--- src/rtl/pic_pkg.sv ---
// Shared types for the PIC interrupt sequencer: FSM states, OCW2 codes
// and the rotating-priority helper.
package pic_pkg;

  typedef enum logic [1:0] {
    IDLE = 2'd0,
    ACK1 = 2'd1,
    ACK2 = 2'd2
  } pic_state_t;

  localparam logic [2:0] CMD_NS_EOI   = 3'b001;
  localparam logic [2:0] CMD_SP_EOI   = 3'b011;
  localparam logic [2:0] CMD_ROT_NS   = 3'b101;
  localparam logic [2:0] CMD_ROT_SP   = 3'b111;
  localparam logic [2:0] CMD_SET_PRIO = 3'b110;
  localparam logic [2:0] CMD_AEOI_SET = 3'b100;
  localparam logic [2:0] CMD_AEOI_CLR = 3'b000;

  // Rotate vec so bit 0 holds the highest-priority level
  // (lowest_prio + 1 mod 8).
  function automatic logic [7:0] rot_prio_first(
    input logic [7:0] vec,
    input logic [2:0] lowest_prio
  );
    logic [15:0] d;
    d = {vec, vec} >> ({1'b0, lowest_prio} + 4'd1);
    return d[7:0];
  endfunction

endpackage

--- src/rtl/pic_priority_resolver.sv ---
// Combinational rotating priority encoder.
// Ports: vec/lowest_prio in; valid/level out (highest-priority set bit).
module pic_priority_resolver
  import pic_pkg::*;
(
  input  logic [7:0] vec,
  input  logic [2:0] lowest_prio,
  output logic       valid,
  output logic [2:0] level
);

  logic [7:0] rot;
  logic [2:0] idx;

  always_comb begin
    rot = rot_prio_first(vec, lowest_prio);
    idx = 3'd0;
    for (int i = 7; i >= 0; i--) begin
      if (rot[i]) idx = 3'(i);
    end
    valid = |vec;
    level = idx + lowest_prio + 3'd1;
  end

endmodule

--- src/rtl/pic_interrupt_sequencer.sv ---
// 8259-style interrupt core: IRR/ISR, priority, INT/INTA sequence, OCW2.
// Ports: clk, rst_n, IR, IMR, mode/cmd inputs, INTA_n; INT, int_flag,
// vector_out, status_out, IRR, ISR. Option macro: PIC_ROTATION_EN.
module pic_interrupt_sequencer
  import pic_pkg::*;
#(
  parameter int NUM_IR     = 8,
  parameter int SPUR_LEVEL = 7
) (
  input  logic       clk,
  input  logic       rst_n,
  input  logic [7:0] IR,
  input  logic [7:0] IMR,
  input  logic       LTIM,
  input  logic       EOI_mode,
  input  logic [4:0] VEC_ADD,
  input  logic [2:0] EOI_command,
  input  logic [2:0] int_level,
  input  logic       EOI_command_updated,
  input  logic       read_mode,
  input  logic       INTA_n,
  output logic       INT,
  output logic       int_flag,
  output logic [7:0] vector_out,
  output logic [7:0] status_out,
  output logic [7:0] IRR,
  output logic [7:0] ISR
);

  if (NUM_IR != 8) begin : g_num_ir_chk
    $error("NUM_IR must be 8");
  end

  pic_state_t state_q, state_d;
  logic [7:0] ir_q, irr_q, irr_d, isr_q, isr_d, vec_q, vec_d;
  logic [7:0] eoi_clr;
  logic       inta_q, tog_q;
  logic       int_q, int_d, flag_q, flag_d, spur_q, spur_d;
  logic [2:0] lvl_q, lvl_d;
  logic [2:0] lowest_prio;

`ifdef PIC_ROTATION_EN
  logic [2:0] lp_q, lp_d;
  logic       ra_q, ra_d;
  assign lowest_prio = lp_q;
`else
  assign lowest_prio = 3'd7;
`endif

  logic       cand_valid, top_valid, winner;
  logic [2:0] cand_lvl, top_lvl, cand_rank, top_rank;
  logic       inta_fall, inta_rise, cmd_pulse;

  pic_priority_resolver u_req (
    .vec         (irr_q & ~IMR),
    .lowest_prio (lowest_prio),
    .valid       (cand_valid),
    .level       (cand_lvl)
  );

  pic_priority_resolver u_svc (
    .vec         (isr_q),
    .lowest_prio (lowest_prio),
    .valid       (top_valid),
    .level       (top_lvl)
  );

  // Rank 0 = highest priority under the current rotation.
  assign cand_rank = cand_lvl - lowest_prio - 3'd1;
  assign top_rank  = top_lvl - lowest_prio - 3'd1;
  assign winner    = cand_valid &&
                     (!top_valid || cand_rank < top_rank);

  assign inta_fall = inta_q & ~INTA_n;
  assign inta_rise = ~inta_q & INTA_n;
  assign cmd_pulse = EOI_command_updated ^ tog_q;

  always_comb begin
    state_d = state_q;
    irr_d   = LTIM ? IR : (irr_q | (IR & ~ir_q));
    int_d   = int_q;
    flag_d  = flag_q;
    vec_d   = vec_q;
    lvl_d   = lvl_q;
    spur_d  = spur_q;
    eoi_clr = 8'h00;
`ifdef PIC_ROTATION_EN
    lp_d    = lp_q;
    ra_d    = ra_q;
`endif
    if (cmd_pulse) begin
      case (EOI_command)
        CMD_NS_EOI: begin
          if (top_valid) eoi_clr = 8'h01 << top_lvl;
        end
        CMD_SP_EOI: eoi_clr = 8'h01 << int_level;
        CMD_ROT_NS: begin
          if (top_valid) begin
            eoi_clr = 8'h01 << top_lvl;
`ifdef PIC_ROTATION_EN
            lp_d = top_lvl;
`endif
          end
        end
        CMD_ROT_SP: begin
          eoi_clr = 8'h01 << int_level;
`ifdef PIC_ROTATION_EN
          lp_d = int_level;
`endif
        end
        CMD_SET_PRIO: begin
`ifdef PIC_ROTATION_EN
          lp_d = int_level;
`endif
        end
        CMD_AEOI_SET: begin
`ifdef PIC_ROTATION_EN
          ra_d = 1'b1;
`endif
        end
        CMD_AEOI_CLR: begin
`ifdef PIC_ROTATION_EN
          ra_d = 1'b0;
`endif
        end
        default: ;
      endcase
    end
    // EOI target comes from pre-update ISR; a same-cycle ACK1 set wins.
    isr_d = isr_q & ~eoi_clr;
    unique case (state_q)
      IDLE: begin
        int_d = winner;
        if (inta_fall) begin
          int_d   = 1'b0;
          state_d = ACK1;
          if (winner) begin
            isr_d[cand_lvl] = 1'b1;
            irr_d[cand_lvl] = 1'b0;
            lvl_d  = cand_lvl;
            spur_d = 1'b0;
          end else begin
            lvl_d  = 3'(SPUR_LEVEL);
            spur_d = 1'b1;
          end
        end
      end
      ACK1: begin
        if (inta_fall) begin
          flag_d  = 1'b1;
          vec_d   = {VEC_ADD, lvl_q};
          state_d = ACK2;
        end
      end
      ACK2: begin
        if (inta_rise) begin
          flag_d  = 1'b0;
          state_d = IDLE;
          if (EOI_mode && !spur_q) begin
            isr_d[lvl_q] = 1'b0;
`ifdef PIC_ROTATION_EN
            if (ra_q) lp_d = lvl_q;
`endif
          end
        end
      end
      default: state_d = IDLE;
    endcase
  end

  always_ff @(posedge clk) begin
    if (!rst_n) begin
      state_q <= IDLE;
      ir_q    <= 8'h00;
      irr_q   <= 8'h00;
      isr_q   <= 8'h00;
      vec_q   <= 8'h00;
      inta_q  <= 1'b1;
      tog_q   <= 1'b0;
      int_q   <= 1'b0;
      flag_q  <= 1'b0;
      spur_q  <= 1'b0;
      lvl_q   <= 3'd0;
`ifdef PIC_ROTATION_EN
      lp_q    <= 3'd7;
      ra_q    <= 1'b0;
`endif
    end else begin
      state_q <= state_d;
      ir_q    <= IR;
      irr_q   <= irr_d;
      isr_q   <= isr_d;
      vec_q   <= vec_d;
      inta_q  <= INTA_n;
      tog_q   <= EOI_command_updated;
      int_q   <= int_d;
      flag_q  <= flag_d;
      spur_q  <= spur_d;
      lvl_q   <= lvl_d;
`ifdef PIC_ROTATION_EN
      lp_q    <= lp_d;
      ra_q    <= ra_d;
`endif
    end
  end

  assign INT        = int_q;
  assign int_flag   = flag_q;
  assign vector_out = vec_q;
  assign IRR        = irr_q;
  assign ISR        = isr_q;
  assign status_out = read_mode ? isr_q : irr_q;

endmodule
--- config.mk ---
export PLATFORM = sky130hd
export DESIGN_NAME = pic_interrupt_sequencer
export DESIGN_NICKNAME = d
export VERILOG_FILES = /design/src/rtl/pic_pkg.sv /design/src/rtl/pic_priority_resolver.sv /design/src/rtl/pic_interrupt_sequencer.sv
export SDC_FILE = /design/constraint.sdc
export NUM_CORES = 1
export LEC_CHECK = 0
export BUFFER_PORTS_ARGS = -buffer_cell sky130_fd_sc_hd__buf_2
export CORE_ASPECT_RATIO = 0.75
export CORE_MARGIN = 5
export CORE_UTILIZATION = 51
export CTS_CLUSTER_DIAMETER = 30
export DETAILED_ROUTE_END_ITERATION = 8
export GPL_TIMING_DRIVEN = 1
export HOLD_SLACK_MARGIN = 0.03
export PLACE_DENSITY_LB_ADDON = 0.15
export SETUP_SLACK_MARGIN = 0.05
export SLEW_MARGIN = 20
export SYNTH_ARGS = -nofsm -noshare
export SYNTH_HDL_FRONTEND = slang
export SYNTH_SLANG_ARGS = --single-unit
export TNS_END_PERCENT = 30
--- constraint.sdc ---
create_clock -name clk -period 2.8 [get_ports clk]
set_clock_uncertainty 0.1 [all_clocks]
set_input_delay 0.14 -clock clk [delete_from_list [all_inputs] [get_ports clk]]
set_output_delay 0.14 -clock clk [all_outputs]
set_load 0.1 [all_outputs]
# Word-level counts from Yosys, hierarchy flattened
# Cells that the tools add are included.
[op_classes]
shift = 2
mux = 43
reduce_logical = 17
addsub = 8
n_eq_ne = 9
order_cmp = 5
bitwise_logic = 17
[op_table]
columns = ["op", "count"]
rows = [
  ["8-bit 2-to-1 mux", 11],
  ["3-bit 2-to-1 mux", 17],
  ["8-bit bitwise AND", 5],
  ["8-bit inverter", 5],
  ["8-bit case mux with 2 select lines", 2],
  ["8-bit OR", 2],
  ["8-bit OR reduction", 2],
  ["1-bit by 3-bit << shifter with 8-bit output, first input constant", 2],
  ["3-bit by 4-bit less-than comparator with 1-bit output, second input constant", 2],
  ["3-bit by 1-bit adder with 3-bit output, second input constant", 2],
  ["3-bit adder, second input constant", 2],
  ["1-bit demux with 3-bit select", 2],
  ["3-bit == test, second input constant", 2],
  ["3-bit by 1-bit >= comparator with 1-bit output, second input constant", 2],
  ["1-bit 2-to-1 mux", 6],
  ["2-bit 2-to-1 mux", 3],
  ["2-bit inequality test, second input constant", 3],
  ["2-bit case mux with 3 select lines", 1],
  ["3-bit AND reduction", 2],
  ["3-bit by 1-bit subtractor with 3-bit output, second input constant", 2],
  ["3-bit subtractor, second input constant", 2],
  ["1-bit logical AND", 4],
  ["2-bit AND reduction", 2],
  ["2-bit OR reduction", 2],
  ["13 further kinds", 16],
]
[totals]
elab_cells = 112
out_inout_bits = 34
reg_bits = 42

# Logic depth before layout (Yosys ltp)
[depth]
word_depth = 21
ltp_mapped = 10

# Modules after synthesis
# A second synthesis with hierarchy kept.
[hier_totals]
cells_unflattened = 333
area_unflattened_um2 = 3119.2
[by_module_without_submodules]
columns = ["mod", "seq_area_each_um2", "n_inst", "area_per_inst_um2", "cells_each"]
rows = [
  ["pic_interrupt_sequencer", 840.8, 1, 2138.3, 241],
  ["pic_priority_resolver", 0.0, 2, 490.5, 46],
]

# Worst setup path after synthesis
# OpenSTA, ideal clock, no wires.
[synth_timing]
path_type = "reg-to-output"
startpoint = "reg irr_q[6], in the netlist IRR[6]"
endpoint = "out status_out[6]"
n_path_buf = 0
required_ns = 2.560
stages_incl_launch_ff = 3
arrival_ns = 3.241
setup_slack_ns = -0.681
cell_sequence = "dfxtp_1 > inv_1 > o21ai_0"
[synth_via]
elab_chain_len = 1
[synth_lines]
columns = ["item", "line", "rtl"]
rows = [
  ["start: declaration", "pic_interrupt_sequencer.sv:35", "logic [7:0] ir_q, irr_q, irr_d, isr_q, isr_d, vec_q, vec_d;"],
  ["start signal: assignment", "pic_interrupt_sequencer.sv:191", "irr_q <= irr_d;"],
  ["8-bit 2-to-1 mux", "pic_interrupt_sequencer.sv:212", "assign status_out = read_mode ? isr_q : irr_q;"],
  ["end: declaration", "pic_interrupt_sequencer.sv:25", "output logic [7:0] status_out,"],
]
# Every way passes these cells.

# Final worst setup path
[layout_timing]
startpoint = "reg irr_q[6], in the netlist IRR[6]"
endpoint = "reg irr_q[0], in the netlist IRR[0]"
[layout_via]
elab_chain_len = 19
elab_cells_between_ends = 26
[layout_lines]
columns = ["item", "line", "rtl"]
rows = [
  ["8-bit bitwise AND (*)", "pic_interrupt_sequencer.sv:55", ".vec (irr_q & ~IMR),"],
  ["parallel branches: the longest is 15 deep, another holds 3-bit adder", "n/a", ""],
  ["8-bit 2-to-1 mux (*)", "pic_interrupt_sequencer.sv:137", "if (winner) begin"],
  ["8-bit 2-to-1 mux (*)", "pic_interrupt_sequencer.sv:134", "if (inta_fall) begin"],
  ["8-bit 2-to-1 mux (*)", "pic_interrupt_sequencer.sv:131", "unique case (state_q)"],
]
# Every way passes the cells marked *.
# A chain may end at the register's enable or synchronous reset.

==> results.json <==
{
  "antenna_violating_nets_post_route": 0,
  "critPathMostFrequentCell": "inv_1",
  "final_net_count": 409,
  "hold_path.class": "input port to register",
  "crit_fanout": 5,
  "worst_path_max_delay_cell": "dfxtp_1",
  "initial_antenna_violation_count": 0,
  "final_core_utilization": 0.665,
  "postCtsHoldBufs": 15,
  "grt_usage": 0.227,
  "final-instance-count-excl-fill": 431,
  "routed-via-count": 2332,
  "regArea_um2": 841,
  "period_share": 0.909,
  "num_io_pins": 68,
  "clock_latency_ps": 290,
  "drive_above_1_share": 0.249,
  "place_congestion": 0.837,
  "final_max_slew_viol_count": 0,
  "cts_tree": "built",
  "grt_pass1_wl_mm": 10.5,
  "postSynthRegisterBits": 42,
  "n_antenna_cell": 0,
  "power_density_mw_per_mm2": 542,
  "syn_inst": 289,
  "clock_buffer_count_from_cts": 5,
  "clkSlewWorstSetupHoldPaths_ps": 80,
  "drt_iter0_drc": 185,
  "clock_root_buffer": "clkbuf_8",
  "post-route-worst-setup-slack_ps": 256,
  "synth_top_cell_by_area": "dfxtp_1",
  "run_status": "finished, final reports clean",
  "netlist.area_leader.share": 0.370,
  "post_synth_edffs": 0,
  "grt_overflow": 0,
  "ys_top_cells_by_area": "dfxtp_1 37%, o21ai_0 7.7%, nand2_1 7.1%",
  "synth.net_count": 325,
  "cp-start-kind": "register",
  "synth_seq_area_share": 0.370,
  "power.ir.vdd_worst_uv": 403,
  "initial_cell_density_of_the_core": 0.518,
  "die_area_mm2": 0.00591,
  "tightestPinTransition_ps": 650,
  "clockBufferDepth": 2,
  "postCtsResizedCells": 0,
  "fillers": 382,
  "via_count_of_the_first_global_routing_pass": 2175,
  "clkSinkCount": 42,
  "mostFrequentLayoutCell": "buf_2",
  "synthesis.area_per_instance_um2": 7.87,
  "postCtsSetupRepairBufs": 0,
  "element_type_at_the_critical_path_end": "register",
  "fin_crit_ps": 2540,
  "die_w_um": 87.1,
  "max_freq_mhz": 393,
  "drt-vias-per-instance": 5.41,
  "detail_route.first_pass.iterations": 4,
  "dp_cells": 408,
  "hpwl_mm": 4.75,
  "rsz_0062_raised_after_global_routing": "false",
  "startpoint": "IRR[6]",
  "synth-warning-count": 0,
  "detail_route.wirelength_mm": 6.38,
  "footprint_of_the_multi_input_gates_mm2": 0.00130,
  "layout.cells.most_common_list": "66 x buf_2, 43 x nand2_1, 42 x dfxtp_1",
  "dieHeight_um": 67.8,
  "port_bufs": 66,
  "cts.htree.levels": 2,
  "hold_violations": 0,
  "worstPathCellList": "inv_1 -> o21ai_0 -> nand3_1 -> a21o_1 -> inv_1 -> ha_1 -> o21a_1 -> o22ai_4 -> o2111ai_1 -> and3_1",
  "grt_start_max_net_pins": 27,
  "dominantRegCellSynth": "dfxtp_1",
  "slowest_delay_ps": 380,
  "routedWlPerCell_um": 14.8,
  "hold_path_startpoint": "rst_n",
  "timing.critical_path.required_ps": 2890,
  "slew-limit-headroom": 0.566,
  "timing.rr.start": "IRR[6]",
  "placementRows": 21,
  "leakage_nw": 1.28,
  "ys_types": 52,
  "timing.final.setup_violations": 0,
  "syn-cell-area_mm2": 0.00227,
  "category_of_the_most_critical_setup_path": "register to register",
  "pre_cts_slack_ps": 326,
  "worst_ep_arrival_time_ps": 2640,
  "remaining_drc_errors": 0,
  "finalSetupTns_ps": 0,
  "fp.coreArea_mm2": 0.00439,
  "maxCapViolCount": 0,
  "synthToLayoutAreaGrowth_pct": 28.3,
  "synth_async_sr_flop_share": 0
}
[synth_stat cells (4+ instances only)]
cell type	instances
inv_1	23
and2_1	11
clkbuf_1	8
nand3_1	4
nor3_1	7
a21boi_0	10
nor2_1	11
a32o_1	4
nand2b_1	11
o21ai_0	35
a21oi_1	12
o21a_1	5
a31oi_1	7
nand2_1	43
dfxtp_1	42
[routing by layer]
metal  vias up  global-route usage  wire [um]  part of all wire
li1       1182                   -          -                 -
met1      1056               0.320       3040              0.48
met2        83               0.350       2770              0.43
met3        11              0.0529        503             0.079
met4         0              0.0613         72             0.011
met5         -                   0          0                 0
[sequential cells by signal, indices dropped and copies added (netlist names), 2 cells and up]
register and cells:
ir_q 8, ISR 8, state_q 2, lvl_q 3, vector_out 8, IRR 8
[stage by stage]
stage | instance area (um^2) | hold slack, ps | power [mW]
3_5_place_dp | 2680 | 258 | 1.18
3_3_place_gp | 2680 | 254 | 1.17
4_1_cts | 2920 | 120 | 1.59
2_1_floorplan | 2270 | 141 | 1.07
5_1_grt | 2920 | 144 | 1.66
6_report | 2920 | 131 | 1.58
[power breakdown]
part	switching, mW	internal (mW)	leakage, nW
clock	0.215	0.176	0.0483
combinational	0.378	0.145	0.885
sequential	0.0318	0.635	0.345
total	0.625	0.955	1.28
[critical path, delay by kind of cell (launching register included)]
family / cells / cell delay (ps)
AO/OA/AOI/OAI: 5 / 1220
adder cells (fa/ha/maj): 1 / 210
buffers and inverters: 2 / 140
flip-flops: 1 / 380
AND/OR/NAND/NOR: 2 / 390
[layout make-up]
type / instances / share of cell area
clock buffer: 5 / 0.0236
sequential: 42 / 0.288
inverter: 23 / 0.0296
clock inverter: 3 / 0.00644
tap: 57 / 0.0245
timing repair buffer: 88 / 0.183
multi-input combinational: 213 / 0.445
[cells by family after synthesis]
kind of cell	Yosys count	share of synthesized area
buffers and inverters	34	0.0594
DFF	42	0.370
xor gates and xnor gates	2	0.00771
AOI/OAI and AO/OA	96	0.279
adders and majority gates	2	0.0110
and+or+nand+nor	113	0.273
[worst paths after layout]
path,end,slack [ps],cells past startpoint
hold reg to reg,vector_out[5],360,2
setup reg to reg,IRR[0],260,10
hold / removal,inta_q,130,2
setup / recovery,IRR[0],260,10
Note: power is estimated with default switching activity, not from simulation.
